$ cat src/rtl/tl_pkg.sv
// TileLink-UL constants, default-width channel bundles
// and the A-channel beat-count helper.
package tl_pkg;

  localparam logic [2:0] TL_PUT_FULL    = 3'd0;
  localparam logic [2:0] TL_PUT_PARTIAL = 3'd1;
  localparam logic [2:0] TL_ARITH       = 3'd2;
  localparam logic [2:0] TL_LOGICAL     = 3'd3;
  localparam logic [2:0] TL_GET         = 3'd4;
  localparam logic [2:0] TL_INTENT      = 3'd5;
  localparam logic [2:0] TL_ACK         = 3'd0;
  localparam logic [2:0] TL_ACK_DATA    = 3'd1;

  localparam int TL_SINK_W   = 1;
  localparam int TL_DPARAM_W = 2;

  typedef struct packed {
    logic [2:0]  opcode;
    logic [2:0]  param;
    logic [3:0]  size;
    logic [5:0]  source;
    logic [32:0] address;
    logic [7:0]  mask;
    logic [63:0] data;
  } a_chan_t;

  typedef struct packed {
    logic [2:0]             opcode;
    logic [TL_DPARAM_W-1:0] param;
    logic [3:0]             size;
    logic [5:0]             source;
    logic [TL_SINK_W-1:0]   sink;
    logic                   denied;
    logic [63:0]            data;
    logic                   corrupt;
  } d_chan_t;

  // Puts carry data on A, so they span 2^size bytes of beats.
  function automatic logic [31:0] beats(
    input logic [7:0]  size,
    input logic [2:0]  opcode,
    input int unsigned data_w
  );
    logic [31:0] n;
    n = 32'd1;
    if (!opcode[2]) begin
      n = (32'd1 << size) / (data_w / 8);
      if (n == 32'd0) n = 32'd1;
    end
    return n;
  endfunction

endpackage

$ cat src/rtl/tl_xbar_n_to_1_rr_arbiter.sv
// N-way round-robin arbiter with a grant lock
// used to hold a burst or a stalled request.
module rr_arbiter #(
  parameter int N     = 4,
  parameter int IDX_W = 2
) (
  input  logic             clock,
  input  logic             reset,
  input  logic [N-1:0]     req,
  input  logic             lock,
  input  logic             load,
  input  logic             advance,
  output logic [N-1:0]     gnt,
  output logic [IDX_W-1:0] gnt_idx
);

  logic [IDX_W-1:0] ptr_q;
  logic [IDX_W-1:0] held_q;
  logic [IDX_W-1:0] pick;
  logic             any;

  always_comb begin
    int j;
    pick = ptr_q;
    any  = 1'b0;
    j    = 0;
    for (int i = 0; i < N; i++) begin
      j = int'(ptr_q) + i;
      if (j >= N) j -= N;
      if (!any && req[j]) begin
        any  = 1'b1;
        pick = j[IDX_W-1:0];
      end
    end
  end

  assign gnt_idx = lock ? held_q : pick;
  assign gnt     = (lock || any) ? (N'(1) << gnt_idx) : '0;

  always_ff @(posedge clock) begin
    if (!reset) begin
      ptr_q  <= '0;
      held_q <= '0;
    end else begin
      if (load) held_q <= gnt_idx;
      if (advance) begin
        if (int'(gnt_idx) == N - 1) ptr_q <= '0;
        else ptr_q <= gnt_idx + IDX_W'(1);
      end
    end
  end

endmodule

$ cat src/rtl/tl_xbar_n_to_1.sv
// N-to-1 TileLink-UL crossbar: round-robin A mux with
// burst lock, D responses routed back by source prefix.
module tl_xbar_n_to_1
  import tl_pkg::*;
#(
  parameter int N_IN   = 4,
  parameter int SRC_W  = 4,
  parameter int ADDR_W = 33,
  parameter int DATA_W = 64,
  parameter int SIZE_W = 4,
  localparam int IDX_W = (N_IN > 1) ? $clog2(N_IN) : 1
) (
  input  logic                         clock,
  input  logic                         reset,
  input  logic [N_IN-1:0]              in_a_valid,
  output logic [N_IN-1:0]              in_a_ready,
  input  logic [N_IN*3-1:0]            in_a_opcode,
  input  logic [N_IN*3-1:0]            in_a_param,
  input  logic [N_IN*SIZE_W-1:0]       in_a_size,
  input  logic [N_IN*SRC_W-1:0]        in_a_source,
  input  logic [N_IN*ADDR_W-1:0]       in_a_address,
  input  logic [N_IN*(DATA_W/8)-1:0]   in_a_mask,
  input  logic [N_IN*DATA_W-1:0]       in_a_data,
  output logic [N_IN-1:0]              in_d_valid,
  input  logic [N_IN-1:0]              in_d_ready,
  output logic [2:0]                   in_d_opcode,
  output logic [TL_DPARAM_W-1:0]       in_d_param,
  output logic [SIZE_W-1:0]            in_d_size,
  output logic [SRC_W-1:0]             in_d_source,
  output logic [TL_SINK_W-1:0]         in_d_sink,
  output logic                         in_d_denied,
  output logic [DATA_W-1:0]            in_d_data,
  output logic                         in_d_corrupt,
  output logic                         out_a_valid,
  input  logic                         out_a_ready,
  output logic [2:0]                   out_a_opcode,
  output logic [2:0]                   out_a_param,
  output logic [SIZE_W-1:0]            out_a_size,
  output logic [SRC_W+IDX_W-1:0]       out_a_source,
  output logic [ADDR_W-1:0]            out_a_address,
  output logic [DATA_W/8-1:0]          out_a_mask,
  output logic [DATA_W-1:0]            out_a_data,
  input  logic                         out_d_valid,
  output logic                         out_d_ready,
  input  logic [2:0]                   out_d_opcode,
  input  logic [TL_DPARAM_W-1:0]       out_d_param,
  input  logic [SIZE_W-1:0]            out_d_size,
  input  logic [SRC_W+IDX_W-1:0]       out_d_source,
  input  logic [TL_SINK_W-1:0]         out_d_sink,
  input  logic                         out_d_denied,
  input  logic [DATA_W-1:0]            out_d_data,
  input  logic                         out_d_corrupt,
  output logic                         err_unmapped
);

  localparam int MASK_W = DATA_W / 8;

  logic [31:0]      beats_left;
  logic [31:0]      beats_n;
  logic             idle;
  logic             stall_q;
  logic             a_fire;
  logic [N_IN-1:0]  gnt;
  logic [IDX_W-1:0] gnt_idx;
  logic [IDX_W-1:0] d_idx;
  int               sel;

  assign idle = (beats_left == 32'd0);
  assign sel  = int'(gnt_idx);

  rr_arbiter #(
    .N     (N_IN),
    .IDX_W (IDX_W)
  ) u_arb (
    .clock   (clock),
    .reset   (reset),
    .req     (in_a_valid),
    .lock    (!idle || stall_q),
    .load    (out_a_valid),
    .advance (a_fire && idle),
    .gnt     (gnt),
    .gnt_idx (gnt_idx)
  );

  assign out_a_valid   = reset && in_a_valid[gnt_idx];
  assign in_a_ready    = reset ? (gnt & {N_IN{out_a_ready}}) : '0;
  assign a_fire        = out_a_valid && out_a_ready;
  assign out_a_opcode  = in_a_opcode[sel*3 +: 3];
  assign out_a_param   = in_a_param[sel*3 +: 3];
  assign out_a_size    = in_a_size[sel*SIZE_W +: SIZE_W];
  assign out_a_source  = {gnt_idx, in_a_source[sel*SRC_W +: SRC_W]};
  assign out_a_address = in_a_address[sel*ADDR_W +: ADDR_W];
  assign out_a_mask    = in_a_mask[sel*MASK_W +: MASK_W];
  assign out_a_data    = in_a_data[sel*DATA_W +: DATA_W];

  assign beats_n = beats(8'(out_a_size), out_a_opcode, unsigned'(DATA_W));

  // A stalled first beat locks the grant so late requesters can't steal it.
  always_ff @(posedge clock) begin
    if (!reset) begin
      beats_left   <= '0;
      stall_q      <= 1'b0;
      err_unmapped <= 1'b0;
    end else begin
      if (a_fire) begin
        if (idle) beats_left <= beats_n - 32'd1;
        else beats_left <= beats_left - 32'd1;
      end
      stall_q <= out_a_valid && !out_a_ready;
      if (out_d_valid && int'(d_idx) >= N_IN) err_unmapped <= 1'b1;
    end
  end

  assign d_idx = out_d_source[SRC_W+IDX_W-1:SRC_W];

  // Responses to a non-existent input are accepted and dropped.
  always_comb begin
    in_d_valid  = '0;
    out_d_ready = 1'b0;
    if (reset) begin
      out_d_ready = 1'b1;
      for (int i = 0; i < N_IN; i++) begin
        if (int'(d_idx) == i) begin
          in_d_valid[i] = out_d_valid;
          out_d_ready   = in_d_ready[i];
        end
      end
    end
  end

  assign in_d_opcode  = out_d_opcode;
  assign in_d_param   = out_d_param;
  assign in_d_size    = out_d_size;
  assign in_d_source  = out_d_source[SRC_W-1:0];
  assign in_d_sink    = out_d_sink;
  assign in_d_denied  = out_d_denied;
  assign in_d_data    = out_d_data;
  assign in_d_corrupt = out_d_corrupt;

`ifndef SYNTHESIS
  always_ff @(posedge clock) begin
    if (reset) begin
      assert (gnt == '0 || $onehot(gnt));
      assert (!out_a_valid || gnt[gnt_idx]);
    end
  end
`endif

endmodule

$ cat config.mk
export PLATFORM = sky130hd
export DESIGN_NAME = tl_xbar_n_to_1
export DESIGN_NICKNAME = d
export VERILOG_FILES = /design/src/rtl/tl_pkg.sv /design/src/rtl/tl_xbar_n_to_1_rr_arbiter.sv /design/src/rtl/tl_xbar_n_to_1.sv
export SDC_FILE = /design/constraint.sdc
export NUM_CORES = 1
export LEC_CHECK = 0
export ABC_AREA = 1
export CORE_AREA = 8 8 300 302
export CTS_BUF_LIST = sky130_fd_sc_hd__clkbuf_16
export CTS_CLUSTER_SIZE = 8
export DETAILED_ROUTE_END_ITERATION = 7
export DIE_AREA = 0 0 308 310
export GPL_ROUTABILITY_DRIVEN = 0
export GPL_TIMING_DRIVEN = 0
export PLACE_DENSITY = 0.44
export SLEW_MARGIN = 20
export SYNTH_ARGS = -nofsm -noshare
export SYNTH_HDL_FRONTEND = slang
export SYNTH_SLANG_ARGS = --single-unit
$ cat constraint.sdc
create_clock -name clock -period 9.3 [get_ports clock]
set_clock_uncertainty 0.1 [all_clocks]
set_input_delay 1.86 -clock clock [delete_from_list [all_inputs] [get_ports clock]]
set_output_delay 1.86 -clock clock [all_outputs]
set_load 0.03 [all_outputs]
Yosys cells after proc, flatten, opt, wreduce, memory -nomap -nowiden
Index checks and enable logic that the tools add are counted.
{ "totals": {"ff_bits": 37, "latchBits": 0, "ram_bits": 0, "romBits": 0, "input_bits": 570, "output_inout_bits": 212, "wordCells": 99, "n_memories": 0} }
{ "op_classes": {"n_addsub": 10, "mul": 2, "n_div": 0, "magnitude_cmp": 9, "eq_ne": 4, "n_shift": 9, "n_mux": 43, "bitwise": 1, "reduce_logical": 17} }
{ "ops": {"columns": ["op", "n"], "rows": [
  ["$shiftx 256x9->64", 1],
  ["$mux 32", 5],
  ["$shiftx 132x9->33", 1],
  ["$lt 32x4->1 const B", 4],
  ["$ge 32x4->1 const B", 3],
  ["$sub 32x4->32 const B", 3],
  ["$logic_not 32->1", 2],
  ["$sub 32x1->32 const B", 2],
  ["$mux 29", 2],
  ["$shiftx 12x32->3", 1],
  ["$shiftx 16x5->4", 2],
  ["$shiftx 32x6->8", 1],
  ["$shl 1x4->32 const A", 1],
  ["$mux 1", 22],
  ["$mux 2", 6],
  ["$mux 4", 3],
  ["$shiftx 12x5->3", 1],
  ["$bmux 1 s2", 5],
  ["$mul 2x6->8 const B", 1],
  ["$logic_and 1x1->1", 7],
  ["$add 2x2->3 const B", 2],
  ["$logic_not 1->1", 5],
  ["$and 4x4->4", 1],
  ["$eq 2x1->1 const B", 2],
  ["10 further kinds", 12]
]} }

Logic depth before layout (Yosys ltp)
{ "depth": {"ltp_word": 23, "mapped_depth": 33, "mapped_depth_nobuf": 31} }

Hierarchy
From an unflattened synthesis, not the netlist that was laid out.
{ "unflattened": {"cells_unflattened": 1283, "area_unflattened_um2": 6879.1} }
{ "by_module_without_submodules": {"columns": ["mod", "instances", "cells_each", "area_each_um2", "seq_area_each_um2"], "rows": [
  ["tl_xbar_n_to_1", 1, 1194, 6366.1, 660.6],
  ["rr_arbiter", 1, 89, 513.0, 80.1]
]} }

Least setup slack after synthesis
No wires, ideal clock.
{ "synth_path": {"kind": "in2out", "startpoint": "in in_a_valid[1]", "endpoint": "out in_a_ready[1]", "t_arrival_ns": 4.580, "required_time_ns": 7.340, "slack_ns": 2.760, "stages": 14, "path_buffers": 3, "cell_sequence": "nand2_1 > nand2_1 > nand2_1 > nand2_1 > nor2_2 > nand3_2 > nand2_1 > nand3_2 > nand2_4 > buf_4 > clkbuf_1 > buf_1 > ha_1 > nor3b_1"} }
{ "synth_via": {"elab_chain_len": 18, "word_cells_on_any_way": 32, "classes_between": "shift (1); mux (23); bitwise (1); reduce/logical (7)"} }
{ "synth_lines": {"columns": ["element", "line_no", "source"], "rows": [
  ["from (decl)", "tl_xbar_n_to_1.sv:15", "input logic [N_IN-1:0] in_a_valid,"],
  ["$bmux 1 s2", "tl_xbar_n_to_1_rr_arbiter.sv:30", "if (!any && req[j]) begin"],
  ["$mux 1 (not written as such) (2 in a row)", "tl_xbar_n_to_1_rr_arbiter.sv:30", null],
  ["$mux 1", "tl_xbar_n_to_1_rr_arbiter.sv:30", null],
  ["$logic_not 1->1", "tl_xbar_n_to_1_rr_arbiter.sv:30", null],
  ["$logic_and 1x1->1", "tl_xbar_n_to_1_rr_arbiter.sv:30", null],
  ["$mux 1", "tl_xbar_n_to_1_rr_arbiter.sv:30", null],
  ["$logic_not 1->1", "tl_xbar_n_to_1_rr_arbiter.sv:30", null],
  ["$logic_and 1x1->1", "tl_xbar_n_to_1_rr_arbiter.sv:30", null],
  ["[2 not listed]", null, null],
  ["$logic_and 1x1->1", "tl_xbar_n_to_1_rr_arbiter.sv:30", null],
  ["$mux 2 *", "tl_xbar_n_to_1_rr_arbiter.sv:30", null],
  ["$mux 2 *", "tl_xbar_n_to_1_rr_arbiter.sv:37", "assign gnt_idx = lock ? held_q : pick;"],
  ["net out_a_source[4]", "tl_xbar_n_to_1.sv:39", "output logic [SRC_W+IDX_W-1:0] out_a_source,"],
  ["$shl 1x2->4 *", "tl_xbar_n_to_1_rr_arbiter.sv:38", "assign gnt = (lock || any) ? (N'(1) << gnt_idx) : '0;"],
  ["$mux 4 *", "tl_xbar_n_to_1_rr_arbiter.sv:38", null],
  ["$and 4x4->4 *", "tl_xbar_n_to_1.sv:86", "assign in_a_ready = reset ? (gnt & {N_IN{out_a_ready}}) : '0;"],
  ["$mux 4 *", "tl_xbar_n_to_1.sv:86", null],
  ["to (decl)", "tl_xbar_n_to_1.sv:16", "output logic [N_IN-1:0] in_a_ready,"]
]} }
The timed path passes the listed nets; every way through them passes the cells marked *. The select of a mux whose other input is x is not followed.

Final worst setup path
{ "layout_path": {"startpoint": "in in_a_valid[1]", "endpoint": "out out_a_mask[4]"} }
{ "layout_via": {"elab_chain_len": 15, "word_cells_on_any_way": 27, "classes_between": "shift (1); mux (20); reduce/logical (6)"} }
{ "layout_lines": {"columns": ["element", "line_no", "source"], "rows": [
  ["$bmux 1 s2", "tl_xbar_n_to_1_rr_arbiter.sv:30", null],
  ["$mux 1 (not written as such) (2 in a row)", "tl_xbar_n_to_1_rr_arbiter.sv:30", null],
  ["$mux 1", "tl_xbar_n_to_1_rr_arbiter.sv:30", null],
  ["$logic_not 1->1", "tl_xbar_n_to_1_rr_arbiter.sv:30", null],
  ["$logic_and 1x1->1", "tl_xbar_n_to_1_rr_arbiter.sv:30", null],
  ["$mux 1", "tl_xbar_n_to_1_rr_arbiter.sv:30", null],
  ["$logic_not 1->1", "tl_xbar_n_to_1_rr_arbiter.sv:30", null],
  ["$logic_and 1x1->1", "tl_xbar_n_to_1_rr_arbiter.sv:30", null],
  ["$mux 1", "tl_xbar_n_to_1_rr_arbiter.sv:30", null],
  ["$logic_not 1->1", "tl_xbar_n_to_1_rr_arbiter.sv:30", null],
  ["$logic_and 1x1->1", "tl_xbar_n_to_1_rr_arbiter.sv:30", null],
  ["$mux 2 *", "tl_xbar_n_to_1_rr_arbiter.sv:30", null],
  ["$mux 2 *", "tl_xbar_n_to_1_rr_arbiter.sv:37", null],
  ["$shiftx 32x6->8 *", "tl_xbar_n_to_1.sv:93", "assign out_a_mask = in_a_mask[sel*MASK_W +: MASK_W];"],
  ["to (decl)", "tl_xbar_n_to_1.sv:41", "output logic [DATA_W/8-1:0] out_a_mask,"]
]} }
Every way passes the cells marked *; elsewhere a longest branch is shown, timed or not. The select of a mux whose other input is x is not followed.

==> flow_summary.ini <==
[run]
max-cap-violations = 0

[final_layout]
layout-area-overhead-vs-synth_pct = 112
drive_gt1_frac = 0.150
final_cells = 3208
nets = 2617
regArea_um2 = 741
multi_input_area_um2 = 5720
fill_cells = 9950

[logic_synthesis]
synthesis.nets = 1910
syn_area_per_cell_um2 = 5.82
yosys_warnings = 0
ys_seq_elements = 37
yosysTopAreaCellShare = 0.153
synth_commonest_cells = 317 x nor2_1, 187 x nand2_1, 118 x o31ai_1, 116 x or2_2, 114 x o211ai_1
yosysSeqAreaShare = 0.0954
async_flop_share = 0
yosysMostFrequentCell = nor2_1
synth-edff-count = 0
synth_area_um2 = 7770
yosys-top-cells-area = nor2_1 15%, o31ai_1 11%, o211ai_1 11%, dfxtp_1 9.5%, or2_2 9.3%
synth_cells = 1335
yosysUniqueCellTypes = 44
synth_top_area_cell = nor2_1
ys.flop_type = dfxtp_1

[drt]
drtIter0Drc = 580
vias = 12038
wl_per_cell_um = 25.5
viasPerCell = 3.75
totalWireLength_um = 81900
drc = 0
detail_route.first_pass.iterations = 5
antenna_left = 0

[clock_tree]
cts_buffer_depth = 2
cts_hold_buf = 0
h-tree-depth = 2
clockRootBuffer = clkbuf_16
post_cts_buffers = 0
clock_sinks = 37
cts_tree = done
clkTransAtPathRegs_ns = 0.06
post_cts_resized = 0
cts_buffers = 5
clock_latency_ns = 0.29

[setup_path]
r2r_setup_slack_ns = 5.52
crit_chain = clkdlybuf4s50_1 > nand2_1 > nand3_1 > nand2_1 > nand2_1 > nand2_1 > nand2_1 > nand2_1 > nand2_1 > nand2_1 > nand2_1 > nand2_1 > nand2_1 > buf_2 > clkbuf_1 > buf_1 > o211ai_1 > o31ai_1 > clkdlybuf4s50_1
critPathKind = primary input to output port
r2r-start = beats_left[14]$_SDFFE_PN0P_
cp_common_cell = nand2_1
reg2reg_depth = 13
critPathMaxStageDelay_ns = 0.91
worstPathMaxFanout = 10
cp-end-kind = output port
cp_slowest_cell = clkdlybuf4s50_1
critPathRequiredTime_ns = 7.34
r2r_end = u_arb.held_q[0]$_SDFFE_PN0P_
critPathLaunchType = primary input
worstSetupEndpoint = out_a_mask[4]
critPathArrivalTime_ns = 6.81
crit_start = in_a_valid[1]

[status]
status = finished clean

[global_route]
grt_pass1_vias = 12527
grt-ovfl-total = 0
grt_max_degree = 13
grt_antenna_before_repair = 30
grt_first_pass_wirelength_um = 107000
grt_util_all_layers = 0.161

[timing]
fin_crit_ns = 8.77
rsz0062_at_grt = no
post-route-period-util = 0.943
fmax_mhz = 114
tns_ns = 0
slew_viol_final = 0
hold_violations = 0
slew_headroom = 0.290
tightest_slew_ns = 1.06
setup_viol = 0

[die]
ios = 782
core_um2 = 85700
dieWidth_um = 308
rows = 108
start_util = 0.0907
die_y_um = 310
fp.dieArea_um2 = 95500

[placed_design]
placed_cells_incl_taps = 3190
port-buffer-count = 700
hpwl_um = 72000

[hold_path]
hp-class = flop to flop
-- worst min-delay path by stage --
stage               slack (ns)                            to  cells past startpoint                         start
detailed placement        0.38  u_arb.held_q[1]$_SDFFE_PN0P_                      2  u_arb.held_q[1]$_SDFFE_PN0P_
global placement          0.37  u_arb.held_q[1]$_SDFFE_PN0P_                      2  u_arb.held_q[1]$_SDFFE_PN0P_
floorplan                 0.35  u_arb.held_q[1]$_SDFFE_PN0P_                      2  u_arb.held_q[1]$_SDFFE_PN0P_
finish                    0.38  u_arb.held_q[1]$_SDFFE_PN0P_                      2  u_arb.held_q[1]$_SDFFE_PN0P_
CTS                       0.39  u_arb.held_q[1]$_SDFFE_PN0P_                      2  u_arb.held_q[1]$_SDFFE_PN0P_
global route              0.40   beats_left[31]$_SDFFE_PN0P_                      1   beats_left[31]$_SDFFE_PN0P_
-- layer usage --
metal,global-route usage,vias to the layer above,routed length (um)
li1,-,5842,-
met1,0.181,5501,31500
met2,0.277,588,39300
met3,0.0566,97,7530
met4,0.0676,10,3500
met5,0,-,62
-- logic make-up after synthesis --
group,synth area share
AOI/OAI and AO/OA,0.257
DFF,0.0954
and+or+nand+nor,0.470
xor gates and xnor gates,0.00113
buffers and inverters,0.168
other,0.000483
adders and majority gates,0.00806
-- layout by cell type, fill, tap and decap left out, types with 6 or more instances in the layout --
master             n
nand3_1           45
nand2_1          187
dfxtp_1           37
a21oi_1           19
nand3b_2           6
nor3_1            10
o21ai_0           14
inv_2             11
or2_2            116
nor2_1           317
nor2_4            11
nand3_2           12
nor2_2            12
clkbuf_1          61
nand2_2           22
o31ai_1          118
inv_1             64
diode_2           10
clkdlybuf4s50_1  700
buf_4             84
buf_1             13
o211ai_1         114
-- per-stage QoR --
step | setup slack [ns] | utilization | cell area [um2] | hold WS, ns
floorplan | 2.76 | - | 7770 | 0.348
CTS | 0.353 | 0.192 | 16400 | 0.386
global placement | 0.159 | 0.189 | 16200 | 0.371
global route | 0.116 | 0.192 | 16400 | 0.403
detailed placement | 0.358 | 0.189 | 16200 | 0.377
finish | 0.534 | 0.192 | 16400 | 0.384
-- flip-flops by register name, indices dropped and copies added, names as in the netlist --
name	flops
u_arb.ptr_q	2
beats_left	32
stall_q	1
u_arb.held_q	2
-- critical path, delay by kind of cell --
family | cells | cell delay [ns]
AO/OA/AOI/OAI | 2 | 0.70
buffers and inverters | 5 | 3.26
AND/OR/NAND/NOR | 12 | 0.95
-- layout make-up --
| class | count | area share |
|---|---|---|
| clock buffers | 5 | 0.00761 |
| flip-flops and latches | 37 | 0.0451 |
| multi-input cells | 1049 | 0.348 |
| inverters | 76 | 0.0175 |
| diodes | 10 | 0.00152 |
| clock inverters | 3 | 0.00396 |
| plain buffers | 173 | 0.0623 |
| repair buffers | 700 | 0.426 |
| well taps | 1155 | 0.0879 |
Power is left out: the tool's default activity adds up to more than one toggle a clock period on the data nets, which glitch-free logic cannot reach.
